**src/rtl/hcsr04_responder.sv**
```systemverilog
// HC-SR04 ultrasonic sensor emulator: answers a trig pulse with an echo pulse
// whose width encodes a programmed distance, following the sensor's timing.
module hcsr04_responder #(
  parameter int TRIG_MIN_CYC  = 500,
  parameter int BURST_DLY_CYC = 10000,
  parameter int CYC_PER_MM    = 290,
  parameter int MAX_MM        = 4000,
  parameter int TIMEOUT_CYC   = 1900000,
  parameter int HOLDOFF_CYC   = 50000
) (
  input  logic        clk_50M,
  input  logic        reset,
  input  logic        trig,
  input  logic [15:0] distance_mm,
  output logic        echo,
  output logic        busy,
  output logic        short_trig,
  output logic [7:0]  meas_count
);

  typedef enum logic [2:0] {IDLE, TRIG_HI, BURST, ECHO, HOLDOFF} state_t;

  localparam logic [23:0] TRIG_MIN    = 24'(TRIG_MIN_CYC);
  localparam logic [23:0] BURST_LAST  = 24'(BURST_DLY_CYC - 1);
  localparam logic [23:0] PER_MM      = 24'(CYC_PER_MM);
  localparam logic [23:0] TIMEOUT     = 24'(TIMEOUT_CYC);
  localparam logic [23:0] HOLDOFF_LEN = 24'(HOLDOFF_CYC);
  localparam logic [15:0] MAX_D       = 16'(MAX_MM);

  state_t      state, state_n;
  logic [23:0] cnt, cnt_n;
  logic [23:0] width, width_n, width_calc;
  logic [15:0] d_eff;
  logic [7:0]  meas_n;
  logic        short_n, echo_n, busy_n;
  logic        trig_meta, trig_s, low_seen;
  logic [1:0]  prime;

  // low_seen only arms once the synchronizer holds real samples, so a trig
  // held high through reset release is not mistaken for a fresh rising edge.
  always_ff @(posedge clk_50M) begin
    if (reset) begin
      trig_meta <= 1'b0;
      trig_s    <= 1'b0;
      low_seen  <= 1'b0;
      prime     <= 2'd0;
    end else begin
      trig_meta <= trig;
      trig_s    <= trig_meta;
      low_seen  <= (prime == 2'd2) ? !trig_s : 1'b0;
      if (prime != 2'd2) begin
        prime <= prime + 2'd1;
      end
    end
  end

  always_comb begin
    d_eff = (distance_mm == 16'd0) ? 16'd1 : distance_mm;
    if (distance_mm > MAX_D) begin
      width_calc = TIMEOUT;
    end else begin
      width_calc = 24'(d_eff) * PER_MM;
    end
  end

  always_comb begin
    state_n = state;
    cnt_n   = cnt;
    width_n = width;
    meas_n  = meas_count;
    short_n = 1'b0;
    case (state)
      IDLE: begin
        if (trig_s && low_seen) begin
          state_n = TRIG_HI;
          cnt_n   = 24'd1;
        end else begin
          cnt_n   = 24'd0;
        end
      end
      TRIG_HI: begin
        if (trig_s) begin
          if (cnt < TRIG_MIN) begin
            cnt_n = cnt + 24'd1;
          end else begin
            cnt_n = cnt;
          end
        end else if (cnt >= TRIG_MIN) begin
          state_n = BURST;
          cnt_n   = 24'd1;
          width_n = width_calc;
          meas_n  = meas_count + 8'd1;
        end else begin
          state_n = IDLE;
          cnt_n   = 24'd0;
          short_n = 1'b1;
        end
      end
      // cnt starts at 1 so echo rises exactly BURST_DLY_CYC cycles after the fall
      BURST: begin
        if (cnt >= BURST_LAST) begin
          state_n = ECHO;
          cnt_n   = 24'd1;
        end else begin
          cnt_n   = cnt + 24'd1;
        end
      end
      ECHO: begin
        if (cnt >= width) begin
          state_n = HOLDOFF;
          cnt_n   = 24'd1;
        end else begin
          cnt_n   = cnt + 24'd1;
        end
      end
      HOLDOFF: begin
        if (cnt >= HOLDOFF_LEN) begin
          state_n = IDLE;
          cnt_n   = 24'd0;
        end else begin
          cnt_n   = cnt + 24'd1;
        end
      end
      default: begin
        state_n = IDLE;
        cnt_n   = 24'd0;
      end
    endcase
    echo_n = (state_n == ECHO);
    busy_n = (state_n != IDLE);
  end

  always_ff @(posedge clk_50M) begin
    if (reset) begin
      state      <= IDLE;
      cnt        <= 24'd0;
      width      <= 24'd0;
      meas_count <= 8'd0;
      short_trig <= 1'b0;
      echo       <= 1'b0;
      busy       <= 1'b0;
    end else begin
      state      <= state_n;
      cnt        <= cnt_n;
      width      <= width_n;
      meas_count <= meas_n;
      short_trig <= short_n;
      echo       <= echo_n;
      busy       <= busy_n;
    end
  end

endmodule

```
**config.mk**
```make
export PLATFORM = sky130hd
export DESIGN_NAME = hcsr04_responder
export DESIGN_NICKNAME = d
export VERILOG_FILES = /design/src/rtl/hcsr04_responder.sv
export SDC_FILE = /design/constraint.sdc
export NUM_CORES = 1
export LEC_CHECK = 0
export CAP_MARGIN = 20
export CORE_ASPECT_RATIO = 0.6
export CORE_UTILIZATION = 61
export DETAILED_ROUTE_END_ITERATION = 8
export PLACE_DENSITY = 0.89
export SYNTH_ARGS = -nofsm -noshare
export SYNTH_HDL_FRONTEND = slang
export SYNTH_SLANG_ARGS = --single-unit
```
**constraint.sdc**
```tcl
create_clock -name clk_50M -period 5 [get_ports clk_50M]
set_clock_uncertainty 0.15 [all_clocks]
set_input_delay 0.5 -clock clk_50M [delete_from_list [all_inputs] [get_ports clk_50M]]
set_output_delay 0.5 -clock clk_50M [all_outputs]
set_load 0.01 [all_outputs]
```
==> results by group, run 1 <==
CTS
  • Latest clock arrival within the worst-skew pair: 0.34 ns
  • Number of H-tree levels: 3
  • Clock-pin transition on the worst setup and hold timing paths: 0.06 ns
  • CTS Buf Count: 9
  • Root Driver: sky130_fd_sc_hd__clkbuf_16
  • Clock sink count: 66
  • TritonCTS clock tree: done
  • Maximum number of buffers from clock root to sink: 2
  • CTS hold repair buffers: 0

Worst setup path
  • Critical path class: input port to flip-flop
  • Slowest cell on crit path: sky130_fd_sc_hd__or4_4
  • Worst reg2reg path depth: 7
  • Reg2Reg Capture Point: width[16]$_SDFFE_PP0P_
  • Worst Path Required: 5.08 ns
  • Worst r2r src: cnt[20]$_SDFFE_PP0P_
  • Timing startpoint of the critical path: distance_mm[4]
  • Worst reg-to-reg setup slack: 1.66 ns
  • Critical-path cell list: clkdlybuf4s50_1 -> or4_4 -> nor3_4 -> a41o_1 -> ha_4 -> ha_1 -> xor2_1 -> ha_1 -> ha_4 -> a21o_1 -> a2111oi_4 -> nor3_2 -> o31ai_1 -> buf_4 -> a21oi_1 -> a211oi_2 -> xnor2_1 -> a22o_1
  • Startpoint type of the worst setup path: input port
  • Type of destination of the critical path: flip-flop
  • Data arrival time of the critical path: 4.93 ns
  • Maximum fanout count along the critical path: 3
  • Delay of the slowest critical-path stage: 0.50 ns

Final layout
  • Area of all placed cells without fillers: 5768 µm²
  • Number of diodes: 0
  • Share of layout cells above drive strength 1: 12.50%
  • Count of fill cells added during filler insertion: 503
  • Synth-to-layout area growth: 18.39%
  • Number of nets at the end of the flow: 697

Detailed routing
  • Per-cell via count in the routed design: 5.984
  • Detailed-router iteration count before antenna repair: 5
  • Metal1 wirelength: 5395 µm
  • Detail Route met3 WL: 633 µm
  • First-iteration detailed-routing DRC count: 270
  • Top Metal Used: met4
  • Wire length on met2: 5433 µm
  • Post-route DRC: 0
  • Via count: 4213
  • Drt wl/cell: 16.53 µm
  • Post-detailed-route count of antenna-violating nets: 0
  • Total Routed Length: 11630 µm

Floorplan
  • Core ar.: 7477 µm²
  • I/O pin total: 30
  • Die ar.: 8360 µm²
  • Die Y: 71.23 µm
  • DIE WIDTH: 117.4 µm
  • Number of core rows: 24
  • Initial cell density of the core: 65.16%

STA
  • Final sum of negative setup slack: 0 ns
  • Fin. max-slew vios: 0
  • Slew @ Worst Pin: 0.9701 ns
  • Final hold viol count: 0
  • Time the final worst path needs with I/O delays and setup: 4.851 ns
  • Final period util: 97.03%
  • Worst relative slew slack: 34.31%
  • Setup violators final: 0
  • Max frequency: 206.1 MHz

Global route
  • Global-route wire length before repair: 19260 µm
  • Largest net degree at the start of global routing: 37
  • Initial antenna violation count: 0
  • Via count of the first global-routing pass: 4206
  • Overall routing resource usage: 29.20%
  • Global route total overflow: 0

Power
  • Leakage Power: 2.458 nW
  • Worst ir drop on vdd: 192.2 µV
  • Total power consumption of the routed design: 1.540 mW
  • Areal power density over the cells: 267.0 nW/µm²

Synthesis
  • Post-synth ARST share: 0%
  • Post-synthesis area per instance: 8.795 µm²
  • Synthesis-stage register bit count: 66
  • Syn Nets: 656
  • Leading register cell type out of synthesis: sky130_fd_sc_hd__dfxtp_1
  • Biggest area consumer among synthesized cells: sky130_fd_sc_hd__dfxtp_1
  • Fraction of post-synthesis cell area in the top cell type by area: 27.12%
  • Instance count of the mapped netlist: 554
  • Top cells by area in the synthesized netlist: sky130_fd_sc_hd__dfxtp_1, sky130_fd_sc_hd__ha_1, sky130_fd_sc_hd__xor2_1
  • Sequential share of the synthesized area: 27.12%
  • Post-synth EDFFs: 0
  • Count of yosys warnings during synthesis: 0
  • Count of unique library cells instantiated by Yosys: 62
  • Synthesized area: 4872 µm²

Hold path
  • Hold path endpoint: trig_s$_SDFF_PP0_
  • Cell depth of the worst hold path: 1
  • Class of the tightest hold or removal check: flip-flop to flip-flop
  • Start point of the worst hold path: trig_meta$_SDFF_PP0_

Run
  • Max-Cap Viols: 0

Place
  • Placed instance area: 5389 µm²
  • Number of buffers added on ports: 29
  • Last weighted congestion value of the routability-driven placer: 0.9034
  • Sum of net half-perimeters after detailed placement: 8677 µm

Run status
  • Status: finished clean
-- how the worst max path moves through the flow --
stage	end	slack, ns	cells after the start
final	width[23]$_SDFFE_PP0P_	0.15	18
after global routing	width[23]$_SDFFE_PP0P_	-0.06	18
after CTS	width[23]$_SDFFE_PP0P_	0.16	17
after detailed placement	width[23]$_SDFFE_PP0P_	-0.16	17
after global placement	width[23]$_SDFFE_PP0P_	-0.005	17
after floorplan	width[23]$_SDFFE_PP0P_	0.39	15
-- state kept, by name (all words and copies together) (netlist names), 2 cells and up --
signal and count:
cnt 24, meas_count 8, prime 2, state 3
width 23
-- final cells by class --
| type | instances | area, µm² | share of cell area, % |
|---|---|---|---|
| inverters | 37 | 138.9 | 2.408 |
| clock inverters | 7 | 46.29 | 0.8026 |
| repair buffers | 59 | 528.0 | 9.154 |
| clock buffers | 9 | 225.2 | 3.905 |
| well taps | 104 | 130.1 | 2.256 |
| multi-input cells | 422 | 3378 | 58.57 |
| flip-flops and latches | 66 | 1321 | 22.91 |
-- cell usage after synthesis (3+ instances only) --
| library cell | number |
|---|---|
| sky130_fd_sc_hd__nand4_1 | 11 |
| sky130_fd_sc_hd__and3_1 | 12 |
| sky130_fd_sc_hd__nor2_1 | 64 |
| sky130_fd_sc_hd__o221a_2 | 4 |
| sky130_fd_sc_hd__nor4_1 | 5 |
| sky130_fd_sc_hd__nor3b_1 | 3 |
| sky130_fd_sc_hd__dfxtp_1 | 66 |
| sky130_fd_sc_hd__or4_1 | 3 |
| sky130_fd_sc_hd__buf_2 | 4 |
| sky130_fd_sc_hd__clkbuf_1 | 24 |
| sky130_fd_sc_hd__and4_1 | 3 |
| sky130_fd_sc_hd__o211ai_1 | 4 |
| sky130_fd_sc_hd__nand3_1 | 11 |
| sky130_fd_sc_hd__xnor2_1 | 18 |
| sky130_fd_sc_hd__nor2_2 | 3 |
| sky130_fd_sc_hd__inv_1 | 37 |
| sky130_fd_sc_hd__a21o_1 | 8 |
| sky130_fd_sc_hd__a221oi_1 | 10 |
| sky130_fd_sc_hd__nor2b_1 | 3 |
| sky130_fd_sc_hd__xor2_1 | 38 |
| sky130_fd_sc_hd__o21a_1 | 4 |
| sky130_fd_sc_hd__nor3_1 | 5 |
| sky130_fd_sc_hd__a21oi_1 | 24 |
| sky130_fd_sc_hd__and2_1 | 9 |
| sky130_fd_sc_hd__a22oi_1 | 5 |
| sky130_fd_sc_hd__ha_1 | 77 |
| sky130_fd_sc_hd__a22o_1 | 3 |
| sky130_fd_sc_hd__o21ai_0 | 13 |
| sky130_fd_sc_hd__nand2b_1 | 6 |
| sky130_fd_sc_hd__nand2_1 | 32 |
| sky130_fd_sc_hd__a211oi_1 | 3 |
| sky130_fd_sc_hd__fa_1 | 6 |
-- cell families after synthesis --
kind of cell | synth area share, %
fa+ha+maj | 22.24
xor+xnor | 10.07
flops | 27.12
simple gates | 19.80
buf+inv | 5.187
mux | 0.2311
compound gates | 15.36
-- critical path, delay by kind of cell --
kind | cells | cell delay (ns)
AO/OA/AOI/OAI | 7 | 1.79
XOR/XNOR | 2 | 0.29
adder cells (fa/ha/maj) | 4 | 0.93
buffers and inverters | 2 | 0.60
AND/OR/NAND/NOR | 3 | 0.80
-- layer usage --
| layer | track usage, % | vias up |
|---|---|---|
| met5 | 0 | - |
| met4 | 9.812 | 0 |
| met3 | 6.210 | 22 |
| met2 | 49.97 | 121 |
| met1 | 37.16 | 2028 |
| li1 | - | 2042 |
-- through the flow --
step                      utilization [%]  hold slack [ns]  setup WS, ns  cells
after global placement              72.07           0.2687     -0.004782    685
after detailed placement            72.07           0.2832       -0.1617    685
after floorplan                         -           0.2638        0.3862    554
after global routing                77.14           0.3015      -0.05854    704
after CTS                           75.70           0.2963        0.1571    701
final                               77.14           0.2889        0.1486    704
-- timing repair --
item,CTS,global route
setup buffers,0,2
endpoints found under the setup margin,0,3
resized for setup,0,11
-- placed cells by master, fill, tap and decap left out, drive strengths merged, types with 10 or more instances in the layout --
cell type	instances
a221oi	10
nor2	67
xnor2	18
o21ai	13
nand3	12
buf	30
nand2	32
xor2	38
a21oi	24
nand4	12
inv	37
dfxtp	66
ha	77
clkdlybuf4s50	27
and3	12
-- power breakdown --
part           switching [mW]  total [mW]  internal (mW)
sequential            0.00628       0.543          0.537
combinational           0.223       0.426          0.203
clock                   0.239       0.571          0.333
total                   0.468        1.54           1.07
No activity file was read; power rests on OpenSTA's default activity.
==> run 2: changes to the inputs <==
CORE_MARGIN = 2   (was default)
==> results by group, run 2 (synthesis gave the netlist of run 1 again) <==
Run status
  • Status: complete, but fails checks (was finished clean)
  • Failing checks: negative setup slack

Floorplan
  • Core ar.: 7820 µm² (was 7477 µm²)
  • Number of core rows: 25 (was 24)
  • DIE WIDTH: 119.4 µm (was 117.4 µm)
  • Die Y: 73.23 µm (was 71.23 µm)
  • Die ar.: 8741 µm² (was 8360 µm²)
  • Initial cell density of the core: 62.30% (was 65.16%)
  • I/O pin total: 30 (unchanged)

Final layout
  • Top flop regs: cnt (24), width (23), meas_count (8) (unchanged)
  • Area taken by multi-input logic gates: 3347 µm² (was 3378 µm²)
  • Number of flip-flops under the largest register name: 24 (unchanged)
  • Number of diodes: 0 (unchanged)
  • Share of layout cells above drive strength 1: 12.02% (was 12.50%)
  • Number of nets at the end of the flow: 696 (was 697)
  • Most common cell after layout, fill and taps aside: sky130_fd_sc_hd__ha_1 (unchanged)
  • Count of fill cells added during filler insertion: 555 (was 503)
  • Area taken by flip-flops and latches: 1321 µm² (unchanged)
  • Final cell utilization of the core: 74.00% (was 77.14%)
  • Synth-to-layout area growth: 18.77% (was 18.39%)
  • Highest-count cells in the layout ignoring fill and taps: sky130_fd_sc_hd__ha_1, sky130_fd_sc_hd__dfxtp_1, sky130_fd_sc_hd__nor2_1, sky130_fd_sc_hd__xor2_1, sky130_fd_sc_hd__inv_1 (unchanged)
  • Reg with most FFs: cnt (unchanged)

Power
  • Worst ir drop on vdd: 322.0 µV (was 192.2 µV)
  • Areal power density over the cells: 285.4 nW/µm² (was 267.0 nW/µm²)
  • Leakage Power: 2.469 nW (was 2.458 nW)
  • Total power consumption of the routed design: 1.651 mW (was 1.540 mW)

STA
  • Time the final worst path needs with I/O delays and setup: 5.004 ns (was 4.851 ns)
  • Setup violators final: 1 (was 0)
  • Fin. max-slew vios: 0 (unchanged)
  • Slew @ Worst Pin: 0.8986 ns (was 0.9701 ns)
  • Smallest setup slack after layout: -0.003578 ns (was 0.1486 ns)
  • Final hold viol count: 0 (unchanged)
  • Max frequency: 199.9 MHz (was 206.1 MHz)
  • Worst relative slew slack: 39.54% (was 34.31%)
  • Final period util: 100.1% (was 97.03%)

Place
  • Number of buffers added on ports: 29 (unchanged)
  • Last weighted congestion value of the routability-driven placer: 0.8741 (was 0.9034)
  • Sum of net half-perimeters after detailed placement: 8717 µm (was 8677 µm)

Detailed routing
  • Post-route DRC: 0 (unchanged)
  • Detailed-router iteration count before antenna repair: 5 (unchanged)
  • Post-detailed-route count of antenna-violating nets: 0 (unchanged)
  • Drt wl/cell: 16.42 µm (was 16.53 µm)
  • Via count: 4201 (was 4213)
  • Total Routed Length: 11610 µm (was 11630 µm)
  • First-iteration detailed-routing DRC count: 376 (was 270)
  • Per-cell via count in the routed design: 5.942 (was 5.984)

Global route
  • Largest net degree at the start of global routing: 39 (was 37)
  • Global-route wire length before repair: 19690 µm (was 19260 µm)
  • Initial antenna violation count: 0 (unchanged)
  • Overall routing resource usage: 28.61% (was 29.20%)
  • Via count of the first global-routing pass: 4158 (was 4206)
  • Global route total overflow: 0 (unchanged)

CTS
  • Root Driver: sky130_fd_sc_hd__clkbuf_16 (unchanged)
  • Clock sink count: 66 (unchanged)
  • CTS Buf Count: 9 (unchanged)
  • TritonCTS clock tree: done (unchanged)
  • Number of H-tree levels: 3 (unchanged)
  • Latest clock arrival within the worst-skew pair: 0.33 ns (was 0.34 ns)
  • Maximum number of buffers from clock root to sink: 2 (unchanged)
  • Clock-pin transition on the worst setup and hold timing paths: 0.06 ns (about the same)
  • CTS hold repair buffers: 0 (unchanged)

Worst setup path
  • Worst Path Required: 5.07 ns (was 5.08 ns)
  • Critical path class: input port to flip-flop (unchanged)
  • Startpoint type of the worst setup path: input port (unchanged)
  • Type of destination of the critical path: flip-flop (unchanged)
  • Data arrival time of the critical path: 5.07 ns (was 4.93 ns)
  • Maximum fanout count along the critical path: 3 (unchanged)

Run
  • Max-Cap Viols: 0 (unchanged)

Hold path
  • Class of the tightest hold or removal check: flip-flop to flip-flop (unchanged)
[run 2: cell types whose count changed in the layout (fill, tap and decap cells not counted), moves of 2 or more]
cell,change
sky130_fd_sc_hd__clkinvlp_4,-2
sky130_fd_sc_hd__ha_4,-3
sky130_fd_sc_hd__dlymetal6s2s_1,-2
sky130_fd_sc_hd__clkdlybuf4s50_1,+2
sky130_fd_sc_hd__bufinv_16,+2
sky130_fd_sc_hd__clkinv_2,-2
sky130_fd_sc_hd__ha_1,+3
[run 2: critical path, stage by stage]
cell	delay, ns
sky130_fd_sc_hd__clkdlybuf4s50_1	0.44
sky130_fd_sc_hd__or4_4	0.56
sky130_fd_sc_hd__nor3_4	0.20
sky130_fd_sc_hd__a41o_1	0.22
sky130_fd_sc_hd__ha_1	0.25
sky130_fd_sc_hd__ha_1	0.35
sky130_fd_sc_hd__ha_4	0.27
sky130_fd_sc_hd__fa_1	0.46
sky130_fd_sc_hd__a21o_1	0.24
sky130_fd_sc_hd__a2111oi_4	0.43
sky130_fd_sc_hd__nor3_2	0.09
sky130_fd_sc_hd__o31ai_2	0.25
sky130_fd_sc_hd__buf_4	0.16
sky130_fd_sc_hd__a21oi_1	0.10
sky130_fd_sc_hd__a211oi_2	0.27
sky130_fd_sc_hd__xnor2_1	0.09
sky130_fd_sc_hd__a22o_1	0.19
[run 2: worst paths after layout]
kind	depth (start not counted)	slack, ns	startpoint	end
setup / recovery	17	-0.004	distance_mm[2]	width[23]$_SDFFE_PP0P_
hold / removal	1	0.32	trig_meta$_SDFF_PP0_	trig_s$_SDFF_PP0_
setup reg to reg	7	1.74	cnt[20]$_SDFFE_PP0P_	width[16]$_SDFFE_PP0P_
hold reg to reg	1	0.32	trig_meta$_SDFF_PP0_	trig_s$_SDFF_PP0_
[run 2: area by class of cell]
class                      instances  share of cell area, %
sequential                        66                  22.83
multi-input combinational        422                  57.84
clock buffer                      10                  4.130
tap                              108                  2.335
clock inverter                     6                  1.557
timing repair buffer              58                  8.908
inverter                          37                  2.400
[run 2: through the flow]
step                      instance area [µm²]  setup WS (ns)   TNS (ns)  cells  hold slack (ns)
after floorplan                          4872         0.3862          0    554           0.2638
after global placement                   5394      -0.001853  -0.001853    689           0.2670
after detailed placement                 5394        -0.2535    -0.7137    689           0.3103
after CTS                                5723        0.07348          0    705           0.3248
after global routing                     5787        -0.1149    -0.2454    707           0.3193
final                                    5787      -0.003578  -0.003578    707           0.3235
[run 2: what timing repair did]
| item | in CTS | in global routing |
|---|---|---|
| resized for setup | 0 | 7 |
| setup buffers | 0 | 1 |
| endpoints found under the setup margin | 0 | 4 |
| hold endpoints to repair | 0 | 0 |
[run 2: metal layers]
metal | wire [µm] | GRT usage (%)
met1 | 5439 | 36.72
met2 | 5293 | 47.83
met3 | 692 | 8.438
met4 | 181 | 7.582
met5 | 0 | 0
[run 2: report_power, final]
group | internal, mW | switching (mW) | total [mW] | leakage (nW)
clock network | 0.450 | 0.235 | 0.686 | 0.159
logic | 0.198 | 0.225 | 0.422 | 1.78
registers | 0.537 | 0.00640 | 0.543 | 0.532
==> run 3: changes to the inputs <==
CORE_MARGIN = default   (was 2)
==> results of run 3 <==
Final layout, timing and power as in run 1 (identical DEF).
